[src/rtl/cpu_pkg.sv]
// ---------------------------------------------------------------------------
// cpu_pkg
// Shared definitions for the multi-cycle core: opcode values, FSM state
// encoding and instruction field positions.
// ---------------------------------------------------------------------------
package cpu_pkg;

    typedef enum logic [2:0] {
        S_FETCH  = 3'd0,
        S_DECODE = 3'd1,
        S_EXEC   = 3'd2,
        S_MEM    = 3'd3,
        S_WB     = 3'd4,
        S_HALT   = 3'd5
    } state_t;

    localparam logic [3:0] OP_ADD  = 4'h0;
    localparam logic [3:0] OP_SUB  = 4'h1;
    localparam logic [3:0] OP_AND  = 4'h2;
    localparam logic [3:0] OP_OR   = 4'h3;
    localparam logic [3:0] OP_XOR  = 4'h4;
    localparam logic [3:0] OP_SLL  = 4'h5;
    localparam logic [3:0] OP_SRL  = 4'h6;
    localparam logic [3:0] OP_SLT  = 4'h7;
    localparam logic [3:0] OP_ADDI = 4'h8;
    localparam logic [3:0] OP_LD   = 4'h9;
    localparam logic [3:0] OP_ST   = 4'hA;
    localparam logic [3:0] OP_BEQ  = 4'hB;
    localparam logic [3:0] OP_JMP  = 4'hC;
    localparam logic [3:0] OP_LI   = 4'hD;
    localparam logic [3:0] OP_NOP  = 4'hE;
    localparam logic [3:0] OP_HALT = 4'hF;

    // Field LSB positions inside the 16-bit instruction word
    localparam int OP_LSB  = 12;
    localparam int RD_LSB  = 9;
    localparam int RS1_LSB = 6;
    localparam int RS2_LSB = 3;

endpackage

[src/rtl/cpu_mem_if.sv]
// ---------------------------------------------------------------------------
// cpu_mem_if
// Unified instruction/data memory port with a req/ack handshake.
//   req   : request, held with addr/we/wdata stable until ack
//   we    : 1 = write, 0 = read
//   addr  : word address
//   wdata : write data
//   rdata : read data, valid while ack = 1
//   ack   : transfer completes in the cycle req & ack are both 1
// master = CPU side, slave = memory side.
// ---------------------------------------------------------------------------
interface cpu_mem_if #(
    parameter int DATA_W = 16,
    parameter int ADDR_W = 8
);
    logic              req;
    logic              we;
    logic [ADDR_W-1:0] addr;
    logic [DATA_W-1:0] wdata;
    logic [DATA_W-1:0] rdata;
    logic              ack;

    modport master (output req, we, addr, wdata, input  rdata, ack);
    modport slave  (input  req, we, addr, wdata, output rdata, ack);
endinterface

[src/rtl/cpu_regfile.sv]
// ---------------------------------------------------------------------------
// cpu_regfile
// 8 x DATA_W register file, two asynchronous read ports, one synchronous
// write port. Register 0 always reads zero; writes to it are dropped.
//   clk        : clock
//   i_reset_n  : asynchronous active-low clear of all registers
//   i_raddr_a/b: read addresses, o_rdata_a/b: read data
//   i_we, i_waddr, i_wdata: write port
// ---------------------------------------------------------------------------
module cpu_regfile #(
    parameter int DATA_W = 16
) (
    input  logic              clk,
    input  logic              i_reset_n,
    input  logic [2:0]        i_raddr_a,
    output logic [DATA_W-1:0] o_rdata_a,
    input  logic [2:0]        i_raddr_b,
    output logic [DATA_W-1:0] o_rdata_b,
    input  logic              i_we,
    input  logic [2:0]        i_waddr,
    input  logic [DATA_W-1:0] i_wdata
);
    logic [7:0][DATA_W-1:0] w_regs;

    genvar gi;
    generate
        for (gi = 0; gi < 8; gi++) begin : g_reg
            if (gi == 0) begin : g_zero
                assign w_regs[gi] = '0;
            end else begin : g_rw
                logic [DATA_W-1:0] r_q;
                always_ff @(posedge clk or negedge i_reset_n) begin
                    if (!i_reset_n) begin
                        r_q <= '0;
                    end else if (i_we && (i_waddr == 3'(gi))) begin
                        r_q <= i_wdata;
                    end
                end
                assign w_regs[gi] = r_q;
            end
        end
    endgenerate

    assign o_rdata_a = w_regs[i_raddr_a];
    assign o_rdata_b = w_regs[i_raddr_b];
endmodule

[src/rtl/multicycle_cpu.sv]
// ---------------------------------------------------------------------------
// multicycle_cpu
// Multi-cycle core: FETCH/DECODE/EXEC/MEM/WB/HALT FSM, 8-entry register
// file, ALU, loads/stores/branches/jumps/HALT over one shared memory port.
//   clk    : clock, rising edge
//   reset  : asynchronous active-low reset
//   mem    : memory master port (req/we/addr/wdata out, rdata/ack in)
//   pc     : address of the instruction in flight
//   retire : one-cycle pulse per completed instruction
//   halted : high once HALT has executed, until reset
// ---------------------------------------------------------------------------
module multicycle_cpu
    import cpu_pkg::*;
#(
    parameter int DATA_W = 16,
    parameter int ADDR_W = 8,
    parameter int RST_PC = 0
) (
    input  logic              clk,
    input  logic              reset,
    cpu_mem_if.master         mem,
    output logic [ADDR_W-1:0] pc,
    output logic              retire,
    output logic              halted
);
    localparam int SH_W = $clog2(DATA_W);

    state_t            r_state, w_state_next;
    logic [ADDR_W-1:0] r_pc, w_pc_next;
    logic [ADDR_W-1:0] r_ea, w_ea_next;
    logic [15:0]       r_ir, w_ir_next;
    logic [DATA_W-1:0] r_op_a, w_op_a_next;
    logic [DATA_W-1:0] r_op_b, w_op_b_next;
    logic [DATA_W-1:0] r_ld_data, w_ld_data_next;

    logic [3:0]        w_opcode;
    logic [2:0]        w_rd, w_rs1, w_rs2, w_raddr_b;
    logic [DATA_W-1:0] w_rf_a, w_rf_b, w_alu, w_rf_wdata;
    logic [DATA_W-1:0] w_imm6_d, w_imm9_d;
    logic [ADDR_W-1:0] w_imm6_a, w_pc_inc, w_ea, w_jmp_target;
    logic              w_rf_we, w_req, w_we, w_retire;

    assign w_opcode  = r_ir[OP_LSB +: 4];
    assign w_rd      = r_ir[RD_LSB +: 3];
    assign w_rs1     = r_ir[RS1_LSB +: 3];
    assign w_rs2     = r_ir[RS2_LSB +: 3];
    // Port B carries rd for BEQ (compare) and ST (store data), else rs2
    assign w_raddr_b = (w_opcode == OP_BEQ || w_opcode == OP_ST) ? w_rd : w_rs2;

    assign w_imm6_d     = DATA_W'($signed(r_ir[5:0]));
    assign w_imm9_d     = DATA_W'($signed(r_ir[8:0]));
    assign w_imm6_a     = ADDR_W'($signed(r_ir[5:0]));
    assign w_jmp_target = ADDR_W'(r_ir[11:0]);
    assign w_pc_inc     = r_pc + ADDR_W'(1);
    assign w_ea         = r_op_a[ADDR_W-1:0] + w_imm6_a;

    cpu_regfile #(.DATA_W(DATA_W)) u_regfile (
        .clk       (clk),
        .i_reset_n (reset),
        .i_raddr_a (w_rs1),
        .o_rdata_a (w_rf_a),
        .i_raddr_b (w_raddr_b),
        .o_rdata_b (w_rf_b),
        .i_we      (w_rf_we),
        .i_waddr   (w_rd),
        .i_wdata   (w_rf_wdata)
    );

    always_comb begin
        w_alu = '0;
        case (w_opcode)
            OP_ADD:  w_alu = r_op_a + r_op_b;
            OP_SUB:  w_alu = r_op_a - r_op_b;
            OP_AND:  w_alu = r_op_a & r_op_b;
            OP_OR:   w_alu = r_op_a | r_op_b;
            OP_XOR:  w_alu = r_op_a ^ r_op_b;
            OP_SLL:  w_alu = r_op_a << r_op_b[SH_W-1:0];
            OP_SRL:  w_alu = r_op_a >> r_op_b[SH_W-1:0];
            OP_SLT:  w_alu = DATA_W'($signed(r_op_a) < $signed(r_op_b));
            OP_ADDI: w_alu = r_op_a + w_imm6_d;
            OP_LI:   w_alu = w_imm9_d;
            default: w_alu = '0;
        endcase
    end

    always_ff @(posedge clk or negedge reset) begin
        if (!reset) begin
            r_state   <= S_FETCH;
            r_pc      <= ADDR_W'(RST_PC);
            r_ea      <= '0;
            r_ir      <= '0;
            r_op_a    <= '0;
            r_op_b    <= '0;
            r_ld_data <= '0;
        end else begin
            r_state   <= w_state_next;
            r_pc      <= w_pc_next;
            r_ea      <= w_ea_next;
            r_ir      <= w_ir_next;
            r_op_a    <= w_op_a_next;
            r_op_b    <= w_op_b_next;
            r_ld_data <= w_ld_data_next;
        end
    end

    always_comb begin
        w_state_next   = r_state;
        w_pc_next      = r_pc;
        w_ea_next      = r_ea;
        w_ir_next      = r_ir;
        w_op_a_next    = r_op_a;
        w_op_b_next    = r_op_b;
        w_ld_data_next = r_ld_data;
        w_rf_we        = 1'b0;
        w_rf_wdata     = w_alu;
        w_req          = 1'b0;
        w_we           = 1'b0;
        w_retire       = 1'b0;
        case (r_state)
            S_FETCH: begin
                w_req = 1'b1;
                if (mem.ack) begin
                    w_ir_next    = mem.rdata[15:0];
                    w_state_next = S_DECODE;
                end
            end
            S_DECODE: begin
                w_op_a_next  = w_rf_a;
                w_op_b_next  = w_rf_b;
                w_state_next = S_EXEC;
            end
            S_EXEC: begin
                w_state_next = S_FETCH;
                case (w_opcode)
                    OP_LD, OP_ST: begin
                        w_ea_next    = w_ea;
                        w_state_next = S_MEM;
                    end
                    OP_BEQ: begin
                        w_pc_next = (r_op_b == r_op_a) ? (w_pc_inc + w_imm6_a) : w_pc_inc;
                        w_retire  = 1'b1;
                    end
                    OP_JMP: begin
                        w_pc_next = w_jmp_target;
                        w_retire  = 1'b1;
                    end
                    OP_NOP: begin
                        w_pc_next = w_pc_inc;
                        w_retire  = 1'b1;
                    end
                    OP_HALT: begin
                        w_retire     = 1'b1;
                        w_state_next = S_HALT;
                    end
                    default: begin
                        w_rf_we   = 1'b1;
                        w_pc_next = w_pc_inc;
                        w_retire  = 1'b1;
                    end
                endcase
            end
            S_MEM: begin
                w_req = 1'b1;
                w_we  = (w_opcode == OP_ST);
                if (mem.ack) begin
                    if (w_opcode == OP_ST) begin
                        w_pc_next    = w_pc_inc;
                        w_retire     = 1'b1;
                        w_state_next = S_FETCH;
                    end else begin
                        w_ld_data_next = mem.rdata;
                        w_state_next   = S_WB;
                    end
                end
            end
            S_WB: begin
                w_rf_we      = 1'b1;
                w_rf_wdata   = r_ld_data;
                w_pc_next    = w_pc_inc;
                w_retire     = 1'b1;
                w_state_next = S_FETCH;
            end
            default: ;  // S_HALT: frozen until reset
        endcase
    end

    // Reset forces FETCH, whose request would otherwise be visible while reset
    // is still held; gating with reset drops req in the same cycle.
    assign mem.req   = w_req & reset;
    assign mem.we    = w_we;
    assign mem.addr  = (r_state == S_MEM) ? r_ea : r_pc;
    assign mem.wdata = r_op_b;
    assign pc        = r_pc;
    assign retire    = w_retire;
    assign halted    = (r_state == S_HALT);
endmodule

[src/flat_wrapper.sv]
// flat-port wrapper written by rule: the top's interface ports become plain ports
module multicycle_cpu_flat import cpu_pkg::*;
#(
    parameter int DATA_W = 16,
    parameter int ADDR_W = 8,
    parameter int RST_PC = 0
)
  (clk, reset, pc, retire, halted, mem_req, mem_we, mem_addr, mem_wdata, mem_rdata, mem_ack);
  cpu_mem_if #(.DATA_W(DATA_W), .ADDR_W(ADDR_W)) mem_i ();
  input  logic clk;
  input  logic reset;
  output logic [ADDR_W-1:0] pc;
  output logic retire;
  output logic halted;
  output wire logic [$bits(mem_i.req)-1:0] mem_req;
  output wire logic [$bits(mem_i.we)-1:0] mem_we;
  output wire logic [$bits(mem_i.addr)-1:0] mem_addr;
  output wire logic [$bits(mem_i.wdata)-1:0] mem_wdata;
  input wire logic [$bits(mem_i.rdata)-1:0] mem_rdata;
  input wire logic [$bits(mem_i.ack)-1:0] mem_ack;
  assign mem_req = mem_i.req;
  assign mem_we = mem_i.we;
  assign mem_addr = mem_i.addr;
  assign mem_wdata = mem_i.wdata;
  assign mem_i.rdata = mem_rdata;
  assign mem_i.ack = mem_ack;
  multicycle_cpu #(.DATA_W(DATA_W), .ADDR_W(ADDR_W), .RST_PC(RST_PC)) u_core (.clk(clk), .reset(reset), .mem(mem_i), .pc(pc), .retire(retire), .halted(halted));
endmodule
[config.mk]
export PLATFORM = sky130hd
export DESIGN_NAME = multicycle_cpu_flat
export DESIGN_NICKNAME = d
export VERILOG_FILES = /design/src/rtl/cpu_pkg.sv /design/src/rtl/cpu_mem_if.sv /design/src/rtl/cpu_regfile.sv /design/src/rtl/multicycle_cpu.sv /design/src/flat_wrapper.sv
export SDC_FILE = /design/constraint.sdc
export NUM_CORES = 1
export LEC_CHECK = 0
export BUFFER_PORTS_ARGS = -buffer_cell sky130_fd_sc_hd__buf_2
export CAP_MARGIN = 20
export CORE_MARGIN = 8
export CORE_UTILIZATION = 30
export DETAILED_ROUTE_END_ITERATION = 10
export MAX_ROUTING_LAYER = met4
export SKIP_LAST_GASP = 1
export SLEW_MARGIN = 20
export SYNTH_ARGS = -nofsm -noshare
export SYNTH_HDL_FRONTEND = slang
export SYNTH_SLANG_ARGS = --single-unit
export TNS_END_PERCENT = 50
[constraint.sdc]
create_clock -name clk -period 3.9 [get_ports clk]
set_input_delay 0.39 -clock clk [delete_from_list [all_inputs] [get_ports clk]]
set_output_delay 0.39 -clock clk [all_outputs]
set_load 0.1 [all_outputs]
=== After elaboration in Yosys (flattened, before gate mapping) ===
Cells that the tools add are included.

* Reductions and logical operators: 21
* Shifts and indexed selects: 2
* $lt $le $gt $ge: 3
* Bitwise operators: 5
* Eq/ne operators: 32
* Add/sub/neg operators: 6
* Multiplexer cells: 26

{| class="wikitable"
|+ Operators by type and width
! cell !! number
|-
| $pmux 16 s10 || 1
|-
| $bmux 16 s3 || 2
|-
| $mux 16 || 3
|-
| $pmux 8 s3 || 2
|-
| $add 16x16->16 || 2
|-
| $eq 4x4->1 const B || 8
|-
| $mux 8 || 4
|-
| $eq 3x3->1 const B || 6
|-
| $add 8x8->8 || 2
|-
| $and 16x16->16 || 1
|-
| $eq 16x16->1 || 1
|-
| $eq 4x3->1 const B || 4
|-
| $lt 16x16->1 || 1
|-
| $or 16x16->16 || 1
|-
| $shl 16x4->16 || 1
|-
| $shr 16x4->16 || 1
|-
| $sub 16x16->16 || 1
|-
| $xor 16x16->16 || 1
|-
| $pmux 3 s5 || 1
|-
| $eq 3x2->1 const B || 4
|-
| $mux 3 || 4
|-
| $add 8x1->8 const B || 1
|-
| $eq 4x2->1 const B || 2
|-
| $lt 3x4->1 const B || 2
|-
| other kinds (22) || 39
|}

* Input port bits: 19
* Bits in registers: 195

=== Longest topological paths before layout ===
* Depth in word-level cells: 5
* Depth in mapped cells: 16
* Mapped depth without buffers: 14

=== Hierarchy ===
Synthesis repeated with hierarchy kept, for this count alone.

* Cells, all modules: 1,536
* Area total of the unflattened synthesis: 14,964.4 µm²

{| class="wikitable"
|+ Modules (own cells, without submodules)
! module !! seq. area each (µm²) !! instances !! area an instance (µm²) !! cells an instance
|-
| multicycle_cpu || 2,077.0 || 1 || 8,695.8 || 1,076
|-
| cpu_regfile || 2,802.7 || 1 || 6,268.5 || 460
|}

=== Least setup slack after synthesis ===
No wires, ideal clock.

* Path kind: register -> register
* Start point: register u_core.r_op_b[1] (netlist: u_core.mem.wdata[1])
* End point: register u_core.u_regfile.g_reg[1].g_rw.r_q[14]
* Period minus slack after synthesis: 3.915 ns
* Slack: -0.015 ns
* Cell stages (with the launch flop): 15
* Library setup time: 0.104 ns
* Path buffers: 4
* Arrival time: 3.811 ns
* Path through: dfrtp_1 buf_2 buf_2 buf_2 a21o_1 inv_1 fa_1 nand3b_1 a21oi_1 o211a_1 o2111ai_1 a211o_1 and3_1 clkbuf_1 a221oi_1

* Word-level cells in the longest chain between the ends: 3

{| class="wikitable"
|+ Ends and longest elaborated chain
! item !! line !! text
|-
| start, declared || multicycle_cpu.sv:33 || <nowiki>logic [DATA_W-1:0] r_op_b, w_op_b_next;</nowiki>
|-
| start signal, assigned || multicycle_cpu.sv:101 || <nowiki>r_op_b <= w_op_b_next;</nowiki>
|-
| $sub 16x16->16 (tied with other cells) || multicycle_cpu.sv:73 || <nowiki>OP_SUB: w_alu = r_op_a - r_op_b;</nowiki>
|-
| $pmux 16 s10 (*) || multicycle_cpu.sv:71 || <nowiki>case (w_opcode)</nowiki>
|-
| $mux 16 (*) || multicycle_cpu.sv:119 || <nowiki>case (r_state)</nowiki>
|-
| end signal, assigned || cpu_regfile.sv:36 || <nowiki>r_q <= i_wdata;</nowiki>
|-
| end, declared || cpu_regfile.sv:31 || <nowiki>logic [DATA_W-1:0] r_q;</nowiki>
|}

Mark *: on every way between the ends. The rest lies on a longest branch, timed or not.
A chain may end at the register's enable or synchronous reset.

=== Worst setup path in the final report ===
* Start point: register u_core.r_ir[12]
* End point: register u_core.u_regfile.g_reg[7].g_rw.r_q[14]

* Word-level cells in the longest chain between the ends: 5

{| class="wikitable"
|+ Ends and longest elaborated chain
! item !! line !! text
|-
| start, declared || multicycle_cpu.sv:31 || <nowiki>logic [15:0] r_ir, w_ir_next;</nowiki>
|-
| start signal, assigned || multicycle_cpu.sv:99 || <nowiki>r_ir <= w_ir_next;</nowiki>
|-
| $eq 4x4->1 || multicycle_cpu.sv:134 || <nowiki>case (w_opcode)</nowiki>
|-
| $reduce_or 6->1 (no source line) || - ||
|-
| $mux 1 || multicycle_cpu.sv:134 ||
|-
| $pmux 1 s2 || multicycle_cpu.sv:119 ||
|-
| $logic_and 1x1->1 || cpu_regfile.sv:35 || <nowiki>end else if (i_we && (i_waddr == 3'(gi))) begin</nowiki>
|-
| end signal, assigned || cpu_regfile.sv:36 ||
|-
| end, declared || cpu_regfile.sv:31 ||
|}

Parallel ways exist; a longest one is shown, timed or not.

==> results by group <==
Status
  – Status: finished, final reports clean

Synthesis
  – Synth area leaders: dfrtp_1 (32%), ha_1 (6.8%), mux2_2 (6.4%)
  – Synthesized area per cell: 8.97 um^2
  – Top FF cell, synth: dfrtp_1
  – Library cells used by synthesis: 88
  – Post-synth EDFFs: 0
  – Yosys warns: 0
  – FF+latch count, synth: about 200
  – Syn_nets: between 1,500 and 2,000
  – Post-synthesis sequential area ratio: 0.324
  – Post-Synthesis Cells: 1,681
  – Share of flip-flops with an asynchronous set or reset: 1.00
  – Cell taking the most area after synthesis: dfrtp_1
  – Cell area after synthesis: between 0.015 and 0.02 mm^2
  – Synth top area share: 0.324

Final layout
  – Layout Utilization: 0.342
  – Reg area: around 0.0049 mm^2
  – Area Overhead vs Synth: 13.3%
  – Multi-input logic area: 0.00953 mm^2
  – Diode count: 0
  – Layout cells sized above 1: 0.193
  – Layout Nets: 1,829
  – Fill count: 5,146

STA
  – Max-slew violations: 0
  – FMAX: roughly 260 MHz
  – RSZ-0062 raised after global routing: yes
  – Slew HR: 0.285
  – Final hold vios: 0
  – Worst Tran Pin Value: approximately 1100 ps
  – Final setup vio count: 0
  – Clk_skew: 19.3 ps
  – Final Cycle Share: 0.971
  – Final Critical Period: 3790 ps

Critical path
  – Worst flop-to-flop path startpoint: u_core.r_ir[12]
  – Bufs and invs on worst path: 4
  – Worst-path cell chain: or4b_4 > clkinv_1 > nand2_1 > o21ai_0 > ha_2 > inv_1 > fa_1 > nand3b_1 > a21oi_1 > buf_4 > o211a_1 > o2111ai_2 > a211o_1 > and3_1 > buf_4 > a21oi_1
  – CP required: 4300 ps
  – Crit Path Class: flop to flop
  – Worst stage delay on the critical path: 550 ps
  – Worst path top cell family by delay: compound AO/OA/AOI/OAI gates
  – Slowest CP cell: or4b_4
  – Worst Setup Start Kind: flop
  – CP Max Fanout: 6
  – WP data arrival: 4180 ps
  – Critical path origin: u_core.r_ir[12]
  – Crit end category: flop

Placement
  – GP Congestion: 0.993
  – Dpl hpwl: 42,400 um
  – # port buffers: 54

Floorplan
  – Chip Height: 240 um
  – Die area: a little under 0.06 mm^2
  – Width of the die: 240 um
  – Initial Utilization: 0.302
  – Io pins: 55
  – Site Rows: 82
  – Core Area: 0.0499 mm^2

CTS
  – Max clock buf depth: 2
  – CTS buffer count: 17
  – Max H-tree Level: 4
  – Clock-pin slew on the worst setup and hold paths: 90 ps
  – Root buf cell: clkbuf_16
  – CTS tree: built
  – Clock sinks: just under 200
  – Clk_lat worst skew: around 480 ps

Routing
  – Initial DRC count: between 1,500 and 2,000
  – Total Routed Length: roughly 58,000 um
  – Vias per cell: 5.76
  – First-pass DRT Iterations: 5
  – WL per Instance: 24.1 um
  – DR vias: 13,900
  – DRC: 0
  – Antenna viol nets, final: 0

Flow run
  – Max Cap Violations: 0

Global route
  – First-pass GRT wire length: 87,500 um
  – Antenna violations before repair: 0
  – Vias in the first global route: between 10,000 and 15,000
  – Total global routing overflow: 0
  – GRT Total Usage: 0.205
  – Pin count of the biggest net entering global routing: around 150

Worst hold path
  – Worst hold path type: input pin to flop
  – Hold wc startpoint: mem_rdata[1]
[cells by family (layout without fill, tap and decap cells)]
group	Yosys count	in the layout	synth area share
AOI/OAI and AO/OA	508	508	0.220
xor gates and xnor gates	38	38	0.0221
DFF	195	195	0.324
and+or+nand+nor	490	490	0.157
adders and majority gates	86	86	0.0734
buffers and inverters	186	242	0.0520
muxes	178	178	0.152
[path summary, 6_finish.rpt]
kind / slack, ps / cells past startpoint / endpoint
worst min register to register: 490 / 2 / u_core.r_ea[2]
worst max-delay path: 110 / 16 / u_core.u_regfile.g_reg[7].g_rw.r_q[14]
worst min-delay path: 150 / 3 / u_core.r_ir[1]
min in group asynchronous: 430 / 2 / u_core.pc[2]
worst max register to register: 110 / 16 / u_core.u_regfile.g_reg[7].g_rw.r_q[14]
max in group asynchronous: 2190 / 3 / u_core.mem.wdata[5]
[flip-flops by register name (all words and copies together), names as in the netlist]
name                         cells
u_core.u_regfile.g.g_rw.r_q    112
u_core.mem.wdata                16
u_core.r_ir                     16
u_core.r_ld_data                16
u_core.r_op_a                   16
u_core.pc                        8
u_core.r_ea                      8
u_core.r_state                   3
[Yosys cell counts, types with 13 or more instances]
library cell	number
o21ai_0	134
mux2_2	86
mux4_2	32
dfrtp_1	195
a311oi_1	16
xnor2_1	25
buf_2	38
o211ai_1	21
nand2_1	214
nor3_1	31
inv_1	62
nor4_1	16
ha_1	82
nand3_1	18
and2_1	22
xor2_1	13
a211oi_1	65
clkbuf_1	68
a21oi_1	118
mux2i_1	59
nor2_1	99
a31oi_1	13
o31ai_1	33
a221oi_1	13
[cells in the final DEF (no fill, tap or decap), types with 9 or more instances in the layout]
master and instances:
a211oi_1 64, a21o_1 12, a21oi_1 117, a221oi_1 12, a22oi_1 9, a311oi_1 16
a31oi_1 13, and2_1 22, buf_2 53, buf_4 86, clkbuf_16 17, dfrtp_1 192
ha_1 81, inv_1 62, mux2_2 86, mux2i_1 56, mux4_2 32, nand2_1 213
nand2b_1 12, nand3_1 18, nand4_1 9, nor2_1 99, nor2b_1 9, nor3_1 29
nor4_1 16, o211ai_1 21, o21ai_0 134, o31ai_1 33, or3_1 9, xnor2_1 25
xor2_1 13
[per-layer routing]
metal / part of all wire / routed length, um / vias to the layer above / GRT usage
met2: 0.46 / 26500 / 588 / 0.316
met4: 0.037 / 2130 / 0 / 0.0779
met1: 0.44 / 25300 / 6902 / 0.268
met3: 0.072 / 4200 / 105 / 0.0361
met5: 0 / 0 / - / -
li1: - / - / 6280 / -
[worst min-delay path, delay by kind of cell]
kind / cells / cell delay, ps
AOI/OAI and AO/OA: 1 / 60
buffers and inverters: 1 / 100
and+or+nand+nor: 1 / 40
[repair_timing]
item,4_1_cts,5_1_grt
setup buffers,0,1
setup endpoints to repair,0,41
resized for setup,0,7
hold endpoints to repair,50,0
hold buffers,1,0
[through the flow]
step	TNS (ps)	std cells	area, um^2	worst slack [ps]	hold WS [ps]
3_3_place_gp	0	2375	16500	174	375
6_report	0	2409	17100	112	151
3_5_place_dp	0	2375	16500	135	385
5_1_grt	-239	2409	17100	-41.5	145
2_1_floorplan	0	1681	15100	46.6	94.4
4_1_cts	0	2408	17000	113	136
[area by class of cell]
cell class,count,area share
Sequential cell,195,0.286
Tap cell,672,0.0492
Inverter,65,0.0143
Timing Repair Buffer,145,0.0594
Multi-Input combinational cell,1300,0.558
Clock buffer,19,0.0259
Clock inverter,13,0.00703
Power is not shown: default switching activity piles up to over one toggle a cycle in this logic, so the estimate is an artifact.
